**src/rtl/store_fwd_buffer.sv**
```systemverilog
// store_fwd_buffer
// Store-data forwarding for the MEM stage. The MEM store's rt operand is
// compared against the live WB write and against a DEPTH-entry history of
// recently retired register writes, and the newest matching value is driven
// as store data.
//
// Optional feature macro: STORE_FWD_PERF_CNT_EN
//   defined   -> fwd_cnt counts forwarded stores (saturating, cleared by reset only)
//   undefined -> fwd_cnt is tied to zero
//
// DEPTH must lie in 1..8 so that fwd_level (k+2) fits in four bits.

module store_fwd_buffer #(
    parameter int DW    = 32,
    parameter int AW    = 5,
    parameter int DEPTH = 3
) (
    input  logic          clk,
    input  logic          rst_n,
    input  logic          wb_reg_wr,
    input  logic [AW-1:0] wb_reg_addr,
    input  logic [DW-1:0] wb_reg_data,
    input  logic          mem_mem_wr,
    input  logic [AW-1:0] mem_rt,
    input  logic [DW-1:0] mem_rt_data,
    input  logic          flush,
    output logic [DW-1:0] mem_wr_data,
    output logic          fwd_hit,
    output logic [3:0]    fwd_level,
    output logic [31:0]   fwd_cnt
);

    // A write to r0 is architecturally discarded, so it neither forwards nor enters history
    logic          wb_valid_s;
    logic          hit_s;
    logic [3:0]    level_s;
    logic [DW-1:0] data_s;
    logic          found_s;

    logic [DEPTH-1:0] hist_valid_r;
    logic [AW-1:0]    hist_addr_r [DEPTH];
    logic [DW-1:0]    hist_data_r [DEPTH];

    assign wb_valid_s = wb_reg_wr && (wb_reg_addr != {AW{1'b0}});

    // History shift register: entry 0 takes each valid WB write; flush drops older entries' valid bits
    always_ff @(posedge clk or negedge rst_n) begin
        if (!rst_n) begin
            for (int i = 0; i < DEPTH; i++) begin
                hist_valid_r[i] <= 1'b0;
                hist_addr_r[i]  <= {AW{1'b0}};
                hist_data_r[i]  <= {DW{1'b0}};
            end
        end else begin
            for (int i = DEPTH - 1; i > 0; i--) begin
                if (wb_valid_s) begin
                    hist_valid_r[i] <= hist_valid_r[i-1] & ~flush;
                    hist_addr_r[i]  <= hist_addr_r[i-1];
                    hist_data_r[i]  <= hist_data_r[i-1];
                end else if (flush) begin
                    hist_valid_r[i] <= 1'b0;
                end
            end
            // The committed WB write survives a simultaneous flush
            if (wb_valid_s) begin
                hist_valid_r[0] <= 1'b1;
                hist_addr_r[0]  <= wb_reg_addr;
                hist_data_r[0]  <= wb_reg_data;
            end else if (flush) begin
                hist_valid_r[0] <= 1'b0;
            end
        end
    end

    // Priority lookup: live WB first, then history from newest to oldest, else the pipeline value
    always_comb begin
        hit_s   = 1'b0;
        level_s = 4'd0;
        data_s  = mem_rt_data;
        found_s = 1'b0;
        if (mem_rt != {AW{1'b0}}) begin
            if (wb_valid_s && (wb_reg_addr == mem_rt)) begin
                hit_s   = 1'b1;
                level_s = 4'd1;
                data_s  = wb_reg_data;
                found_s = 1'b1;
            end else begin
                for (int k = 0; k < DEPTH; k++) begin
                    if (!found_s && hist_valid_r[k] && (hist_addr_r[k] == mem_rt)) begin
                        hit_s   = 1'b1;
                        level_s = 4'(k + 2);
                        data_s  = hist_data_r[k];
                        found_s = 1'b1;
                    end else begin
                        found_s = found_s;
                    end
                end
            end
        end else begin
            data_s = {DW{1'b0}};
        end
    end

    // Hit indication only means something for an actual store; data always follows the lookup
    always_comb begin
        mem_wr_data = data_s;
        if (mem_mem_wr) begin
            fwd_hit   = hit_s;
            fwd_level = level_s;
        end else begin
            fwd_hit   = 1'b0;
            fwd_level = 4'd0;
        end
    end

`ifdef STORE_FWD_PERF_CNT_EN
    logic [31:0] cnt_r;

    // Saturating count of forwarded stores; flush leaves it untouched
    always_ff @(posedge clk or negedge rst_n) begin
        if (!rst_n) begin
            cnt_r <= 32'd0;
        end else if (mem_mem_wr && hit_s && (cnt_r != 32'hFFFF_FFFF)) begin
            cnt_r <= cnt_r + 32'd1;
        end
    end

    assign fwd_cnt = cnt_r;
`else
    assign fwd_cnt = 32'd0;
`endif

endmodule

```
**config.mk**
```make
export PLATFORM = sky130hd
export DESIGN_NAME = store_fwd_buffer
export DESIGN_NICKNAME = d
export VERILOG_FILES = /design/src/rtl/store_fwd_buffer.sv
export SDC_FILE = /design/constraint.sdc
export NUM_CORES = 1
export LEC_CHECK = 0
export BUFFER_PORTS_ARGS = -buffer_cell sky130_fd_sc_hd__buf_2
export CAP_MARGIN = 40
export CORE_MARGIN = 5
export CORE_UTILIZATION = 50
export CTS_BUF_LIST = sky130_fd_sc_hd__clkbuf_8 sky130_fd_sc_hd__clkbuf_16
export CTS_CLUSTER_DIAMETER = 100
export CTS_CLUSTER_SIZE = 40
export DETAILED_ROUTE_END_ITERATION = 7
export PLACE_DENSITY = 0.79
export SYNTH_ARGS = -nofsm -noshare
export SYNTH_HDL_FRONTEND = slang
export SYNTH_SLANG_ARGS = --single-unit
```
**constraint.sdc**
```tcl
create_clock -name clk -period 2.4 [get_ports clk]
set_input_delay 0.24 -clock clk [delete_from_list [all_inputs] [get_ports clk]]
set_output_delay 0.24 -clock clk [all_outputs]
set_load 0.1 [all_outputs]
```
==> metrics.yaml, run 1 <==
placed_design:
  dp_hpwl_mm: 12.1
  port_buffers: 114
  gp_congestion: 0.870
power_and_ir_drop:
  irDropWorstVdd_uv: 560
  powerDensity_nw_per_um2: 754
  p_sw_mw: 2.62
  cellLeakagePower_nw: 4.03
  clock_power_share_pct: 36.7
  total_power_mw: 7.44
  p_seq_share_pct: 33.8
  p_comb_share_pct: 29.5
  intPower_mw: 4.83
  swShare_pct: 35.2
critical_path:
  rr_worst_depth: 2
  r2r_slack_ps: 1480
  cp-startpoint: "hist_addr_r[0]"
  crit_fanout: 8
  crit_cells: 8
  crit_buf_inv: 3
  criticalPathCategory: "reg2out"
  cp-start-kind: "flop"
  cp-end-kind: "output pin"
  cp_cell_sequence: "xor2_2 > nor4_4 > and2_4 > buf_12 > buf_16 > nand3_2 > a31oi_4 > buf_12"
  crit_slowest_cell: "nor4_4"
  slowest_delay_ps: 430
  arrival_ps: 2540
  r2r_start: "hist_addr_r[12]"
  cp.required_ps: 2160
  worstReg2RegEnd: "hist_addr_r[7]"
  path_delay_family: "simple AND/OR/NAND/NOR gates"
  cp_common_cell: "buf_12"
  crit_end: "mem_wr_data[27]"
synthesis:
  synth-async-reset-ratio_pct: 100
  syn_inst: 609
  syn_area_per_cell_sq_um: 10.7
  synth_edf_count: 0
  synthFlopType: "dfrtp_1"
  syn-cell-area_sq_um: 6490
  synth_seq_cells: 114
  yosysUniqueCellTypes: 36
  synth-seq-area-share_pct: 43.9
  ys_warn_count: 0
timing:
  tightest_slew_ps: 674
  final-hold-violation-count: 0
  setup_viol: 36
  relSlewSlack_pct: 55.1
  fmax_ghz: 0.360
  min_period_over_period_pct: 116
  rsz0062_at_grt: "yes"
  fin_ws_ps: -379
  fin_skew_ps: 11.4
  min_period_ps: 2780
  finalMaxSlewViolations: 0
floorplan:
  die-area_sq_um: 15400
  rows: 41
  fp.dieH_microns: 124
  start_util_pct: 51.2
  die_w_microns: 124
  io_pins: 148
  core-area_sq_um: 12700
final_layout:
  syn_to_final_growth_pct: 52.0
  fillerInstances: 690
  n_antenna_cell: 0
  fin_nets: 806
  multiInputGateArea_sq_um: 4260
  ff_latch_area_sq_um: 2850
  utilization_pct: 77.9
  drive_above_1_share_pct: 58.9
route:
  wl_mm: 22.0
  wire_per_inst_microns: 24.2
  drc: 0
  vias: 5851
  drtIter0Drc: 749
  routed_via_density: 6.42
  dr.pass1.iters: 5
  ant_nets: 0
global_route:
  antenna_found_initial: 0
  grt_remaining_overflow: 0
  grt_pass1_wl_mm: 31.0
  track_usage_pct: 26.4
  grt_pass1_vias: 5999
  grt_max_degree: 116
clocking:
  clock_path_buffers: 2
  clk_pin_slew_ps: 60
  clock-root-buffer: "clkbuf_16"
  cts_made_buffers: 17
  htreeDepth: 4
  cts_tree: "done"
  cts.sinks: 114
  clk-insertion-delay-late_ps: 420
hold_path:
  hold_class: "in2reg"
outcome:
  status: "complete, but fails checks"
  violations: "setup timing"
flow_run:
  drv_cap: 0
[layer usage]
| metal | track usage [%] | part of all wire (%) |
|---|---|---|
| met1 | 31.3 | 37 |
| met2 | 44.9 | 51 |
| met3 | 6.95 | 8.6 |
| met4 | 11.9 | 4.0 |
| met5 | 0 | 0 |
[how the worst min path moves through the flow]
stage	startpoint	endpoint	slack, ps	depth (start not counted)
after detailed placement	rst_n	hist_data_r[35]	270	1
after floorplan	rst_n	hist_addr_r[0]	-60	0
after global placement	rst_n	hist_data_r[35]	260	1
after global routing	wb_reg_data[1]	hist_data_r[65]	70	2
after CTS	wb_reg_addr[1]	hist_addr_r[11]	50	3
final	wb_reg_addr[4]	hist_addr_r[14]	70	3
[registers in the layout, indices dropped and copies added, names as in the netlist]
| register | cells |
|---|---|
| hist_addr_r | 15 |
| hist_data_r | 96 |
| hist_valid_r | 3 |
[per-stage QoR]
stage	TNS [ps]	cells	hold WS (ps)	setup slack, ps	area [sq um]
finish	-11030	912	66.4	-379	9870
global route	-14100	912	65.7	-469	9870
CTS	-8570	901	51.3	-288	9360
detailed placement	-14.1	857	270	-9.34	8260
global placement	-3.54	857	262	-3.54	8260
floorplan	-864	641	-55.6	-209	7170
[synth_stat cells, drive strengths merged (3+ instances only)]
cell type	instances	area share [%]
xor2	11	1.5
nor2	5	0.29
o22ai	31	3.0
inv	31	1.8
a221oi	30	4.0
a32o	31	4.8
and2	3	0.29
a31oi	33	3.2
nand3	32	2.5
dfrtp	114	44
o21ai	34	2.7
nand2	20	1.2
xnor2	9	1.2
buf	72	7.0
mux2	106	18
clkbuf	26	1.5
[cell type report]
type / count / share of cell area, %
clock buffer: 17 / 4.31
timing repair buffer: 165 / 18.1
multi-input combinational: 398 / 43.2
tap: 172 / 2.18
clock inverter: 15 / 2.10
sequential: 114 / 28.9
inverter: 31 / 1.18
[kinds of logic (layout without fill, tap and decap cells)]
| family | Yosys count | after routing | synth area share, % |
|---|---|---|---|
| AO/OA/AOI/OAI | 169 | 169 | 18.9 |
| XOR/XNOR | 20 | 20 | 2.70 |
| other | 1 | 33 | 0.0577 |
| AND/OR/NAND/NOR | 69 | 69 | 5.63 |
| buffers and inverters | 129 | 228 | 10.3 |
| multiplexers | 107 | 107 | 18.5 |
| flip-flops | 114 | 114 | 43.9 |
[tightest hold or removal path, cell delays in order]
cell and delay (ps):
buf_2 110, nand2_1 50, nand2_1 50
[power groups by stage]
| stage | logic [mW] | registers [mW] | clock network [mW] |
|---|---|---|---|
| global placement | 1.95 | 2.44 | 0 |
| global route | 2.28 | 2.55 | 2.82 |
| finish | 2.19 | 2.52 | 2.73 |
| floorplan | 1.47 | 2.40 | 0 |
| CTS | 2.07 | 2.46 | 2.72 |
| detailed placement | 1.99 | 2.47 | 0 |
[repair_timing]
action	CTS	global route
endpoints found under the hold margin	43	0
gates cloned	2	2
pin swaps	8	35
gates resized for setup	61	66
setup endpoints to repair	36	36
hold buffers	2	0
setup buffers	9	13
[layout by cell type, fill, tap and decap left out, types with 4 or more instances in the layout]
| master | instances |
|---|---|
| mux2_2 | 106 |
| nor2_1 | 4 |
| nand3_4 | 10 |
| nand2_1 | 18 |
| bufinv_16 | 4 |
| o22ai_2 | 29 |
| buf_12 | 52 |
| a221oi_1 | 14 |
| inv_1 | 31 |
| xor2_2 | 7 |
| o21ai_1 | 10 |
| buf_4 | 23 |
| dfrtp_1 | 114 |
| buf_6 | 7 |
| buf_2 | 77 |
| a31oi_4 | 33 |
| a32o_1 | 31 |
| nand3_2 | 21 |
| xor2_1 | 4 |
| xnor2_1 | 6 |
| o21ai_0 | 23 |
| clkbuf_16 | 19 |
| conb_1 | 33 |
| a221oi_2 | 16 |
Note: power is estimated with default switching activity, not from simulation.
==> inputs of run 2 (changes only) <==
--- a/config.mk
+++ b/config.mk
@@ -8,12 +8,12 @@
 export BUFFER_PORTS_ARGS = -buffer_cell sky130_fd_sc_hd__buf_2
 export CAP_MARGIN = 40
 export CORE_MARGIN = 5
-export CORE_UTILIZATION = 50
+export CORE_UTILIZATION = 55
 export CTS_BUF_LIST = sky130_fd_sc_hd__clkbuf_8 sky130_fd_sc_hd__clkbuf_16
 export CTS_CLUSTER_DIAMETER = 100
 export CTS_CLUSTER_SIZE = 40
 export DETAILED_ROUTE_END_ITERATION = 7
-export PLACE_DENSITY = 0.79
+export PLACE_DENSITY = 0.85
 export SYNTH_ARGS = -nofsm -noshare
 export SYNTH_HDL_FRONTEND = slang
 export SYNTH_SLANG_ARGS = --single-unit
==> constraint.sdc (replaced) <==
create_clock -name clk -period 2.4 [get_ports clk]
set_input_delay 0.48 -clock clk [delete_from_list [all_inputs] [get_ports clk]]
set_output_delay 0.48 -clock clk [all_outputs]
set_load 0.05 [all_outputs]
==> metrics.yaml, run 2 (same netlist as run 1, synthesis figures left out) <==
global_route:
  grt_remaining_overflow: 0  # unchanged
  antenna_found_initial: 1  # +1
  grt_pass1_wl_mm: 34.5  # +11%
  track_usage_pct: 30.8  # +4.5 points
  grt_pass1_vias: 6369  # +6.2%
  grt_max_degree: 115  # -0.86%
critical_path:
  criticalPathCategory: "reg2out"
  r2r_start: "hist_addr_r[14]"
  cp-startpoint: "hist_addr_r[6]"
  crit_fanout: 28  # +20
  cp.required_ps: 1920  # -240 ps
  cp-end-kind: "output pin"
  cp-start-kind: "flop"
  arrival_ps: 2520  # -20 ps
power_and_ir_drop:
  irDropWorstVdd_uv: 479  # -15%
  cellLeakagePower_nw: 4.13  # +2.4%
  intPower_mw: 4.55  # -5.7%
  p_comb_share_pct: 27.6  # -1.9 points
  p_seq_share_pct: 37.3  # +3.5 points
  powerDensity_nw_per_um2: 693  # -8.2%
  clock_power_share_pct: 35.1  # -1.6 points
  p_sw_mw: 2.31  # -12%
  swShare_pct: 33.7  # -1.5 points
final_layout:
  drive_above_1_share_pct: 60.6  # +1.7 points
  fillerInstances: 471  # -32%
  ff_latch_area_sq_um: 2850  # unchanged
  syn_to_final_growth_pct: 52.7
  top_regs: "hist_data_r (96), hist_addr_r (15), hist_valid_r (3)"
  multiInputGateArea_sq_um: 4440  # +4.1%
  utilization_pct: 86.1  # +8.2 points
  fin_nets: 827  # +2.6%
  layout_commonest_cell: "dfrtp_1"
  largest_reg_flops: 96  # unchanged
  final_cell_mix: "dfrtp_1 (114), mux2_2 (106), buf_2 (77)"
  top_register: "hist_data_r"
clocking:
  cts_hold_buffers: 0  # -2
  htreeDepth: 4  # unchanged
  cts_tree: "done"
  cts_made_buffers: 17  # unchanged
  clk-insertion-delay-late_ps: 420  # about the same
  clk_pin_slew_ps: 50  # about the same
  clock-root-buffer: "clkbuf_16"
  cts.sinks: 114  # unchanged
  clock_path_buffers: 2  # unchanged
timing:
  setup_viol: 36  # unchanged
  fmax_ghz: 0.334  # -7.2%
  tightest_slew_ps: 672  # -1.80 ps
  relSlewSlack_pct: 55.2  # +0.12 points
  final-hold-violation-count: 0  # unchanged
  min_period_over_period_pct: 125  # +9.0 points
  fin_ws_ps: -595  # -216 ps
  min_period_ps: 3000  # +216 ps
  rsz0062_at_grt: "yes"
  fin_skew_ps: 9.80  # -1.64 ps
  finalMaxSlewViolations: 0  # unchanged
route:
  dr.pass1.iters: 7  # +2
  drtIter0Drc: 578  # -23%
  ant_nets: 0  # unchanged
  wire_per_inst_microns: 27.6  # +14%
  routed_via_density: 6.79  # +5.8%
  vias: 6141  # +5.0%
  drc: 0  # unchanged
  wl_mm: 25.0  # +13%
floorplan:
  io_pins: 148  # unchanged
  die_w_microns: 119  # -4.3%
  core-area_sq_um: 11500  # -9.1%
  start_util_pct: 56.4  # +5.1 points
  fp.dieH_microns: 119  # -4.3%
  rows: 39  # -4.9%
  die-area_sq_um: 14100  # -8.4%
flow_run:
  drv_cap: 0  # unchanged
outcome:
  status: "complete, but fails checks"
  violations: "setup timing"
placed_design:
  gp_congestion: 0.825  # -5.2%
  dpl_worst_slack_ps: -437  # -428 ps
  port_buffers: 114  # unchanged
  dp_hpwl_mm: 12.1  # +0.55%
hold_path:
  hold_class: "in2async"
run 2: changes by cell type in the layout (fill, tap and decap cells not counted), moves of 5 or more:
cell     before  now
inv_1        31   37
buf_6         7   38
nand3_4      10   20
nand3_2      21   10
a32o_2        0    6
o22ai_2      29   21
buf_12       52   20
o21ai_1      10   27
a32o_1       31   25
o21ai_0      23    6
buf_4        23   40
o22ai_4       0    5
run 2: final cells by class:
class	instances	share of cell area, %
Antenna cell	1	0.0252
Clock buffer	21	4.85
Clock inverter	11	0.732
Inverter	31	1.17
Multi-Input combinational cell	398	44.8
Sequential cell	114	28.8
Tap cell	143	1.80
Timing Repair Buffer	186	17.9
run 2: metrics by stage:
stage	TNS [ps]	hold slack (ps)	power (mW)	instance area, sq um	cells
floorplan	-6100	184	3.56	7290	641
global placement	-32030	487	3.91	7970	853
detailed placement	-37490	493	3.99	7970	853
CTS	-14310	171	6.55	9360	895
global route	-19310	214	7.05	9910	905
finish	-17150	115	6.87	9910	905
run 2: worst max-delay path, cell delays in order, from the launching register on:
cell,delay (ps)
dfrtp_1,420
xnor2_2,180
and4_4,260
buf_12,190
a221oi_1,470
o22ai_2,190
a31oi_4,200
buf_6,180
run 2: final timing paths:
path                                   end  slack, ps  cells after the start
max reg2reg                 hist_addr_r[9]       1290                      3
min reg2reg                hist_data_r[30]        530                      1
min                        hist_addr_r[14]        110                      2
max                        mem_wr_data[19]       -600                      7
min in group clk           hist_valid_r[1]        290                      2
max in group asynchronous  hist_data_r[88]       1740                      2
run 2: power by group through the flow:
stage / clock (mW) / combinational [mW] / sequential (mW)
2_1_floorplan: 0 / 1.15 / 2.40
3_3_place_gp: 0 / 1.47 / 2.44
3_5_place_dp: 0 / 1.52 / 2.47
4_1_cts: 2.35 / 1.73 / 2.48
5_1_grt: 2.50 / 1.97 / 2.59
6_report: 2.41 / 1.89 / 2.56
run 2: repair_timing:
item,4_1_cts,5_1_grt
gates resized for setup,154,64
buffers inserted,8,6
cloned,3,5
pin swaps,17,22
setup endpoints to repair,36,76
run 2: metal layers:
metal | track usage [%] | vias up | routed length, microns
li1 | - | 2519 | -
met1 | 35.7 | 3062 | 8880
met2 | 52.5 | 424 | 12600
met3 | 8.69 | 136 | 1860
met4 | 15.4 | 0 | 1630
met5 | 0 | - | 0
